File: src/rtl/counter_ctrl_pkg.sv
// Shared definitions for the counter controller: FSM encoding and default widths.
package counter_ctrl_pkg;

    localparam int WIDTH_DEF   = 8;
    localparam int PRESC_W_DEF = 24;

    typedef enum logic [1:0] {
        ST_IDLE  = 2'd0,
        ST_RUN   = 2'd1,
        ST_PAUSE = 2'd2,
        ST_DONE  = 2'd3
    } state_t;

endpackage

File: src/rtl/counter_ctrl_tick_gen.sv
// Prescaler: counts 0..term while enabled and pulses tick on the terminal value.
module tick_gen
    import counter_ctrl_pkg::*;
#(
    parameter int PRESC_W = PRESC_W_DEF
) (
    input  logic               clk,
    input  logic               rst_n,
    input  logic               en,
    input  logic               clr,
    input  logic [PRESC_W-1:0] term,
    output logic               tick
);

    localparam logic [PRESC_W-1:0] ONE = PRESC_W'(1);

    logic [PRESC_W-1:0] cnt_q;
    logic [PRESC_W-1:0] cnt_d;

    assign tick = en && (cnt_q == term);

    // Holding the value while disabled is what lets a pause resume mid-period.
    always_comb begin
        cnt_d = cnt_q;
        if (clr) begin
            cnt_d = '0;
        end else if (en) begin
            cnt_d = tick ? '0 : cnt_q + ONE;
        end
    end

    always_ff @(posedge clk or negedge rst_n) begin
        if (!rst_n) begin
            cnt_q <= '0;
        end else begin
            cnt_q <= cnt_d;
        end
    end

endmodule

File: src/rtl/counter_ctrl.sv
// Programmable up/down counter with prescaler, periodic/one-shot modes and hold.
module counter_ctrl
    import counter_ctrl_pkg::*;
#(
    parameter int WIDTH   = WIDTH_DEF,
    parameter int PRESC_W = PRESC_W_DEF
) (
    input  logic               clk,
    input  logic               rst_n,
    input  logic               start,
    input  logic               stop,
    input  logic               hold,
    input  logic               mode,
    input  logic               dir,
    input  logic [WIDTH-1:0]   limit,
    input  logic [PRESC_W-1:0] presc,
    output logic [WIDTH-1:0]   count,
    output logic               tc,
    output logic               busy,
    output logic               done
);

    localparam logic [WIDTH-1:0] ONE = WIDTH'(1);

    state_t             state_q, state_d;
    logic [WIDTH-1:0]   count_q, count_d;
    logic               tc_q, tc_d;
    logic               mode_q, mode_d;
    logic               dir_q, dir_d;
    logic [WIDTH-1:0]   limit_q, limit_d;
    logic [PRESC_W-1:0] presc_q, presc_d;

    logic               start_ok;
    logic               tick_en;
    logic               tick;
    logic               terminal;

    assign start_ok = start && !stop;
    assign tick_en  = (state_q == ST_RUN) && !hold;

    tick_gen #(
        .PRESC_W (PRESC_W)
    ) u_tick_gen (
        .clk   (clk),
        .rst_n (rst_n),
        .en    (tick_en),
        .clr   (start || stop),
        .term  (presc_q),
        .tick  (tick)
    );

    assign terminal = dir_q ? (count_q == '0) : (count_q == limit_q);

    // Priority: stop, then start, then the per-state behaviour.
    always_comb begin
        state_d = state_q;
        count_d = count_q;
        tc_d    = 1'b0;
        mode_d  = mode_q;
        dir_d   = dir_q;
        limit_d = limit_q;
        presc_d = presc_q;

        if (stop) begin
            state_d = ST_IDLE;
            count_d = '0;
        end else if (start_ok) begin
            state_d = ST_RUN;
            mode_d  = mode;
            dir_d   = dir;
            limit_d = limit;
            presc_d = presc;
            count_d = dir ? limit : '0;
        end else begin
            case (state_q)
                ST_RUN: begin
                    if (hold) begin
                        state_d = ST_PAUSE;
                    end else if (tick) begin
                        if (terminal) begin
                            tc_d = 1'b1;
                            if (mode_q) begin
                                state_d = ST_DONE;
                            end else begin
                                count_d = dir_q ? limit_q : '0;
                            end
                        end else begin
                            count_d = dir_q ? count_q - ONE : count_q + ONE;
                        end
                    end
                end
                ST_PAUSE: begin
                    if (!hold) begin
                        state_d = ST_RUN;
                    end
                end
                default: begin
                end
            endcase
        end
    end

    always_ff @(posedge clk or negedge rst_n) begin
        if (!rst_n) begin
            state_q <= ST_IDLE;
            count_q <= '0;
            tc_q    <= 1'b0;
            mode_q  <= 1'b0;
            dir_q   <= 1'b0;
            limit_q <= '0;
            presc_q <= '0;
        end else begin
            state_q <= state_d;
            count_q <= count_d;
            tc_q    <= tc_d;
            mode_q  <= mode_d;
            dir_q   <= dir_d;
            limit_q <= limit_d;
            presc_q <= presc_d;
        end
    end

    assign count = count_q;
    assign tc    = tc_q;
    assign busy  = (state_q == ST_RUN) || (state_q == ST_PAUSE);
    assign done  = (state_q == ST_DONE);

endmodule

File: config.mk
export PLATFORM = sky130hd
export DESIGN_NAME = counter_ctrl
export DESIGN_NICKNAME = d
export VERILOG_FILES = /design/src/rtl/counter_ctrl_pkg.sv /design/src/rtl/counter_ctrl_tick_gen.sv /design/src/rtl/counter_ctrl.sv
export SDC_FILE = /design/constraint.sdc
export NUM_CORES = 1
export LEC_CHECK = 0
export CAP_MARGIN = 20
export CORE_ASPECT_RATIO = 2
export CORE_MARGIN = 5
export CORE_UTILIZATION = 30
export DETAILED_ROUTE_END_ITERATION = 8
export SYNTH_ARGS = -nofsm -noshare
export SYNTH_HDL_FRONTEND = slang
export SYNTH_HIERARCHICAL = 1
export SYNTH_SLANG_ARGS = --single-unit
File: constraint.sdc
create_clock -name clk -period 7.65 [get_ports clk]
set_input_delay 1.53 -clock clk [delete_from_list [all_inputs] [get_ports clk]]
set_output_delay 1.53 -clock clk [all_outputs]
set_load 0.02 [all_outputs]
# Word level (Yosys, flattened, before mapping)
# Cells that the tools add are included.
[word_totals]
out_inout_bits = 11
regBits = 69
word_cells = 66
[op_classes]
bitwise_logic = 1
reduce_logical = 15
n_mux = 28
n_eq_ne = 11
n_addsub = 3
[ops]
columns = ["op", "count"]
rows = [
  ["8-bit two-way mux", 10],
  ["24-bit two-way mux", 3],
  ["24-bit by 1-bit adder with 24-bit output, second input constant", 1],
  ["24-bit == test", 1],
  ["2-bit two-way mux", 7],
  ["5-bit != test, second input constant", 2],
  ["8-bit by 1-bit adder with 8-bit output, second input constant", 1],
  ["8-bit == test", 1],
  ["8-bit logical NOT", 1],
  ["4-bit != test, second input constant", 2],
  ["8-bit by 1-bit subtractor with 8-bit output, second input constant", 1],
  ["1-bit two-way mux", 7],
  ["3-bit nonzero test", 2],
  ["5-bit by 4-bit != test with 1-bit output, second input constant", 1],
  ["5-bit AND reduction", 1],
  ["2-bit == test, second input constant", 2],
  ["2-bit case mux with 2 select lines", 1],
  ["4-bit AND reduction", 1],
  ["4-bit nonzero test", 1],
  ["1-bit logical AND", 3],
  ["3-bit by 2-bit != test with 1-bit output, second input constant", 1],
  ["2-bit by 1-bit == test with 1-bit output, second input constant", 1],
  ["1-bit logical NOT", 2],
  ["1-bit logical OR", 2],
  ["other kinds (3)", 3],
]

# Depth between registers and ports, before layout
# Gate-level depths: netlist of run 1.
[logic_depth]
ltp_word = 8
mapped_depth = 10
depth_no_buf = 10

# By module
# Netlist of run 1, hierarchy kept.
[modules_own_cells]
columns = ["mod", "seq_area_each_um2", "n_inst", "cells_each", "area_per_inst_um2"]
rows = [
  ["counter_ctrl", 1126.1, 1, 294, 2522.4],
  ["tick_gen", 600.6, 1, 184, 1656.6],
]

# Worst setup path after synthesis of run 1
# OpenSTA, ideal clock, no wires.
[synth_timing]
path_kind = "input-to-reg"
startpoint = "input hold"
endpoint = "register count_q[0] (netlist: count[0])"
setup_slack_ns = 4.136
required_time_ns = 7.524
arrival_time_ns = 3.388
setup_time_ns = 0.126
path_stages = 7
cell_sequence = "nor2b_1 > nand3_1 > nor3_1 > nand3b_1 > a22o_4 > or2_4 > a221o_1"
[synth_via]
elab_chain_cells = 5
[synth_lines]
columns = ["element", "line", "rtl"]
rows = [
  ["start: declaration", "counter_ctrl.sv:12", "input logic hold,"],
  ["1-bit logical NOT", "n/a", ""],
  ["1-bit logical AND", "counter_ctrl.sv:39", "assign tick_en = (state_q == ST_RUN) && !hold;"],
  ["1-bit logical AND", "counter_ctrl_tick_gen.sv:20", "assign tick = en && (cnt_q == term);"],
  ["named net tick", "counter_ctrl.sv:35", "logic tick;"],
  ["3-bit nonzero test (no source line)", "n/a", ""],
  ["4-bit AND reduction (no source line)", "n/a", ""],
  ["end signal: assignment", "counter_ctrl.sv:114", "count_q <= count_d;"],
  ["end: declaration", "counter_ctrl.sv:26", "logic [WIDTH-1:0] count_q, count_d;"],
]
# The timed path passes the listed nets, and every way through them passes these cells.
# A chain may end at the register's enable or synchronous reset.

# Worst setup path after layout of run 1
[layout_timing]
startpoint = "input hold"
endpoint = "register count_q[1] (netlist: count[1])"
[layout_via]
elab_chain_cells = 5
[layout_lines]
columns = ["element", "line", "rtl"]
rows = [
  ["1-bit logical NOT", "n/a", ""],
  ["1-bit logical AND", "counter_ctrl.sv:39", ""],
  ["named net tick_en", "counter_ctrl.sv:34", "logic tick_en;"],
  ["1-bit logical AND", "counter_ctrl_tick_gen.sv:20", ""],
  ["named net tick", "counter_ctrl.sv:35", ""],
  ["3-bit nonzero test (no source line)", "n/a", ""],
  ["4-bit AND reduction (no source line)", "n/a", ""],
]
# The timed path passes the listed nets, and every way through them passes these cells.

==> out/qor.csv, run 1 <==
metric,value,unit
hold_ws,0.491,ns
Hold Crit Class,register to register,
Synth warnings,6,
Power Total,1.14,mW
worst skew pair latency,0.33,ns
# nets final,573,
result of the run,finished clean,
Horiz. Die Dim,93.5,µm
initial core utilization,30.3,%
DP Worst Slack,3.25,ns
GR Util All Layers,14.8,%
Synth Net Count,528,
"Slew Viols, Final",0,
top_reg_cell synth,dfrtp_1,
synth cell count leaders,"128 x nand2_1, 69 x dfrtp_1, 33 x xor2_1, 24 x nand3_1, 17 x nor2_1",
distinct cell type count after synthesis,65,
power share of the clock group,44.3,%
share of layout cells above drive strength 1,6.63,%
total global routing overflow,0,
CP cell instances,"clkdlybuf4s50_1, nor2b_1, nand3_1, nor3_1, nand3b_1, a22o_4, a2111oi_0, a32o_1",
switching pwr,0.305,mW
IO buf count,49,
Clock Skew,0.00911,ns
max frequency,244,MHz
Seq pwr share,37.5,%
PnR worst setup slack,3.56,ns
Comb pwr share,18.3,%
Critical Path Fanout Max,8,
"Setup Fix Bufs, Post-CTS",0,
CTS tree,done,
Internal,0.836,mW
CP Class,input pin to register,
Synth area leader,dfrtp_1,
vias in the first global route,3868,
sequential cell area fraction in the yosys report,41.3,%
CP arrival,4.37,ns
FF-to-FF Start,u_tick_gen/cnt_q[6],
crit end category,register,
die height,177,µm
DRC,0,
CP startpoint,hold,
Worst slew margin,31.6,%
Worst Tran Pin Value,1.03,ns
number of clock buffers inserted by TritonCTS,9,
via count,3689,
"Hold Vio Cnt, Final",0,
Core Footprint,13800,µm²
# IOs,50,
Max Cap Violations,0,
Worst Min Path Start,presc_q[2],
#FFs+latches synth,69,
row cnt,61,
Inserted Diodes,0,
Max VDD drop,0.142,mV
Leak,2.43,nW
Startpoint Class,input pin,
Mapped Cells,478,
Power Density,220,nW/µm²
final RePlAce weighted congestion,0.878,
initial antenna violation count,0,
synthesized area per cell,8.74,µm²
RSZ-0062 raised after global routing,false,
DR WL/cell,16.2,µm
first-pass GRT wire length,19000,µm
Via density,5.15,
Clock Path Buffers,2,
setup tns final,0,ns
Initial DRC Count,213,
hold buffer count at cts,0,
top-count cell post-synth,nand2_1,
Post-synth EDFFs,0,
Worst-path clk slew,0.06,ns
CTS Sinks,69,
slowest CP cell,clkdlybuf4s50_1,
Synth area leaders,"dfrtp_1 41%, nand2_1 11%, xor2_1 6.9%",
switching share of power,26.7,%
fin crit period,4.09,ns
die area,16500,µm²
synthesis-to-finish area growth,24.2,%
asr flop ratio synth,100,%
CP peak stage delay,0.48,ns
final setup violation count,0,
fin util,37.6,%
top cell type's share of synthesized area,41.3,%
CP Data Required Time,7.92,ns
largest net degree at the start of global routing,70,
Post-DP HPWL,8760,µm
synthesized area,4180,µm²
Initial DRT Pass Iterations,4,
Post-Route WL,11600,µm
crit share post-route,53.5,%
clock root buffer,clkbuf_16,
CTS H-tree depth,3,
Final ANT Viol Nets,0,
post_cts resized,0,
[area by class of cell]
| class | instances | area, µm² |
|---|---|---|
| Fill cell | 1392 | 8620 |
| Multi-Input combinational cell | 379 | 2300 |
| Sequential cell | 69 | 1730 |
| Timing Repair Buffer | 53 | 519 |
| Tap cell | 189 | 236 |
| Clock buffer | 9 | 225 |
| Clock inverter | 7 | 138 |
| Inverter | 11 | 41.3 |
[worst paths after layout]
path	endpoint	slack, ns	cells past startpoint
min	presc_q[2]	0.49	2
min reg2reg	presc_q[2]	0.49	2
max	count[1]	3.56	8
max reg2reg	count[1]	4.31	8
max in group asynchronous	presc_q[17]	5.66	2
min in group asynchronous	u_tick_gen/cnt_q[17]	1.40	2
[cell usage in the layout, fill, tap and decap left out, types with 8 or more instances in the layout]
cell,instances
clkbuf_16,9
ha_1,10
nor4_1,9
o31ai_1,8
o311ai_0,8
a21oi_1,11
inv_1,11
dfrtp_1,69
a21o_1,10
clkdlybuf4s50_1,48
nor2_1,17
nand2_1,128
xor2_1,33
o21ai_0,12
and2_1,8
nand3_1,24
and3_1,9
[power groups by stage]
stage               sequential, mW  clock, mW  combinational [mW]
finish                       0.427      0.505               0.209
global route                 0.432      0.533               0.232
CTS                          0.427      0.518               0.209
detailed placement           0.434          0               0.208
global placement             0.433          0               0.203
floorplan                    0.427          0               0.132
[registers in the layout (all words and copies together) (netlist names)]
signal and count:
u_tick_gen/cnt_q 24, limit_q 8, tc 1, dir_q 1, count 8, state_q 2
presc_q 24, mode_q 1
[routing by layer]
layer / vias up / wire length (µm) / GRT usage (%)
met1: 1747 / 4190 / 15.2
met3: 43 / 456 / 2.21
met4: 0 / 650 / 10.4
met2: 111 / 6300 / 26.9
met5: - / 0 / 0
li1: 1788 / - / -
[through the flow]
stage | cell area, µm² | cells
2_1_floorplan | 4180 | 478
3_3_place_gp | 4820 | 700
3_5_place_dp | 4820 | 700
4_1_cts | 5180 | 716
5_1_grt | 5190 | 717
6_report | 5190 | 717
[critical path, delay by kind of cell]
family,cells,cell delay (ns)
AO/OA/AOI/OAI,3,1.04
buffers and inverters,1,0.48
AND/OR/NAND/NOR,4,1.31
[kinds of logic after synthesis]
family          count (synthesis)  share of synthesized area, %
fa+ha+maj                      11                          3.47
flops                          69                          41.3
mux                             2                         0.509
buf+inv                        30                          3.59
xor+xnor                       35                          7.34
compound gates                 88                          15.9
simple gates                  243                          27.9
(Power assumes the default switching activity.)
==> inputs of run 2 (changes only) <==
- clock period: 7.65 -> 3.73 ns (I/O delays scaled with it)
==> run 2 against run 1 <==
Hold slack gained 0.0022 ns. Largest power group is now sequential cells. Clock power grew 71%. Core utilization shrank 0.14 points. Sequential share of layout area grew 0.13 points. Clock-buffer cell count grew 1. Largest cell class unchanged. Critical path depth is the same. Routed wire length grew 2.6%. Die area is the same. Global-route usage grew 0.12 points. First-iteration DRC count shrank 23%. Design area shrank 0.39%.
==> out/qor.csv, run 2 (same netlist as run 1, synthesis figures left out) <==
metric,value,unit
Worst slew margin,39.8,%
result of the run,finished clean,
Initial DRT Pass Iterations,4,
Leak,2.43,nW
setup tns final,0,ns
Via density,5.16,
Clock Skew,0.00804,ns
row cnt,61,
initial antenna violation count,0,
vias in the first global route,3752,
Post-DP HPWL,8920,µm
CP startpoint,u_tick_gen/cnt_q[12],
share of layout cells above drive strength 1,7.68,%
Power Density,420,nW/µm²
Worst Tran Pin Value,0.903,ns
Largest regs,"presc_q: 24 flops, u_tick_gen/cnt_q: 24 flops",
DR WL/cell,16.5,µm
first-pass GRT wire length,19100,µm
"Slew Viols, Final",0,
# nets final,579,
Inserted Diodes,0,
final setup violation count,0,
Clock Path Buffers,2,
die area,16500,µm²
Max VDD drop,0.206,mV
number of clock buffers inserted by TritonCTS,9,
Filler cells,1420,
most frequent cells in the layout,"128 x nand2_1, 69 x dfrtp_1, 48 x clkdlybuf4s50_1",
Core Footprint,13800,µm²
initial core utilization,30.3,%
crit end category,register,
largest net degree at the start of global routing,70,
max frequency,351,MHz
hold buffer count at cts,0,
IO buf count,49,
worst skew pair latency,0.34,ns
# IOs,50,
CP arrival,3.06,ns
CTS Sinks,69,
"Setup Fix Bufs, Post-CTS",0,
RSZ-0062 raised after global routing,false,
FF-to-FF Start,u_tick_gen/cnt_q[12],
fin util,37.4,%
CP Class,register to register,
Critical Path Fanout Max,7,
"Hold Vio Cnt, Final",0,
clock root buffer,clkbuf_16,
synthesis-to-finish area growth,23.7,%
Final ANT Viol Nets,0,
total global routing overflow,0,
Post-Route WL,11900,µm
CTS tree,done,
Startpoint Class,register,
Placed Area,4870,µm²
DRC,0,
GR Util All Layers,15.0,%
post_cts resized,0,
Worst-path clk slew,0.06,ns
Horiz. Die Dim,93.5,µm
Max Cap Violations,0,
Hold Crit Class,register to register,
"most common cell after layout, fill and taps aside",nand2_1,
final RePlAce weighted congestion,0.898,
die height,177,µm
Worst Min Path Start,presc_q[11],
CP Data Required Time,3.94,ns
Initial DRC Count,165,
cell area after layout,5170,µm²
via count,3734,
CTS H-tree depth,3,
crit share post-route,76.3,%
fin crit period,2.85,ns
-- run 2: cell types whose count changed in the layout (fill, tap and decap cells not counted), sizes merged --
| cell | delta |
|---|---|
| clkinv | +3 |
| buf | +6 |
| clkbuf | +1 |
| clkinvlp | -1 |
| bufinv | -3 |
-- run 2: area by class of cell --
cell class	count	area [µm²]	share of cell area, %
clock buffer	10	239	4.62
clock inverter	6	62.6	1.21
inverter	11	41.3	0.798
multi-input combinational	379	2300	44.6
sequential	69	1730	33.4
tap	189	236	4.57
timing repair buffer	59	561	10.8
-- run 2: power by group --
group	internal (mW)	total, mW	leakage, nW	switching (mW)
Sequential	0.806	0.881	0.904	0.0751
Clock	0.534	0.864	0.152	0.329
Combinational	0.192	0.425	1.38	0.233
-- run 2: metrics by stage --
stage,worst slack (ns),hold slack [ns],total power [mW],cells
3_5_place_dp,0.592,0.487,1.32,707
5_1_grt,0.652,0.520,2.27,723
3_3_place_gp,0.647,0.485,1.31,707
2_1_floorplan,1.00,0.450,1.15,478
4_1_cts,0.903,0.501,2.19,723
6_report,0.885,0.493,2.17,723
-- run 2: layer usage --
layer | vias to the layer above | track usage (%) | wire (µm)
met5 | - | 0 | 0
met4 | 0 | 8.32 | 533
met3 | 28 | 2.26 | 438
met2 | 111 | 28.1 | 6690
met1 | 1802 | 15.3 | 4240
li1 | 1793 | - | -
-- run 2: critical path, cell delays in order, from the launching register on --
cell      delay (ns)
dfrtp_1         0.45
xor2_1          0.19
nor4_1          0.40
nand2_1         0.24
nor3_1          0.29
nand3b_1        0.22
a22o_4          0.35
or2_4           0.25
a221o_1         0.34
-- run 2: path summary, 6_finish.rpt --
kind / endpoint / slack (ns) / depth (start not counted)
setup / recovery: count[0] / 0.88 / 8
max in group asynchronous: presc_q[14] / 2.52 / 2
hold / removal: presc_q[11] / 0.49 / 2
min in group asynchronous: u_tick_gen/cnt_q[7] / 0.61 / 2
hold reg to reg: presc_q[11] / 0.49 / 2
setup reg to reg: count[0] / 0.88 / 8
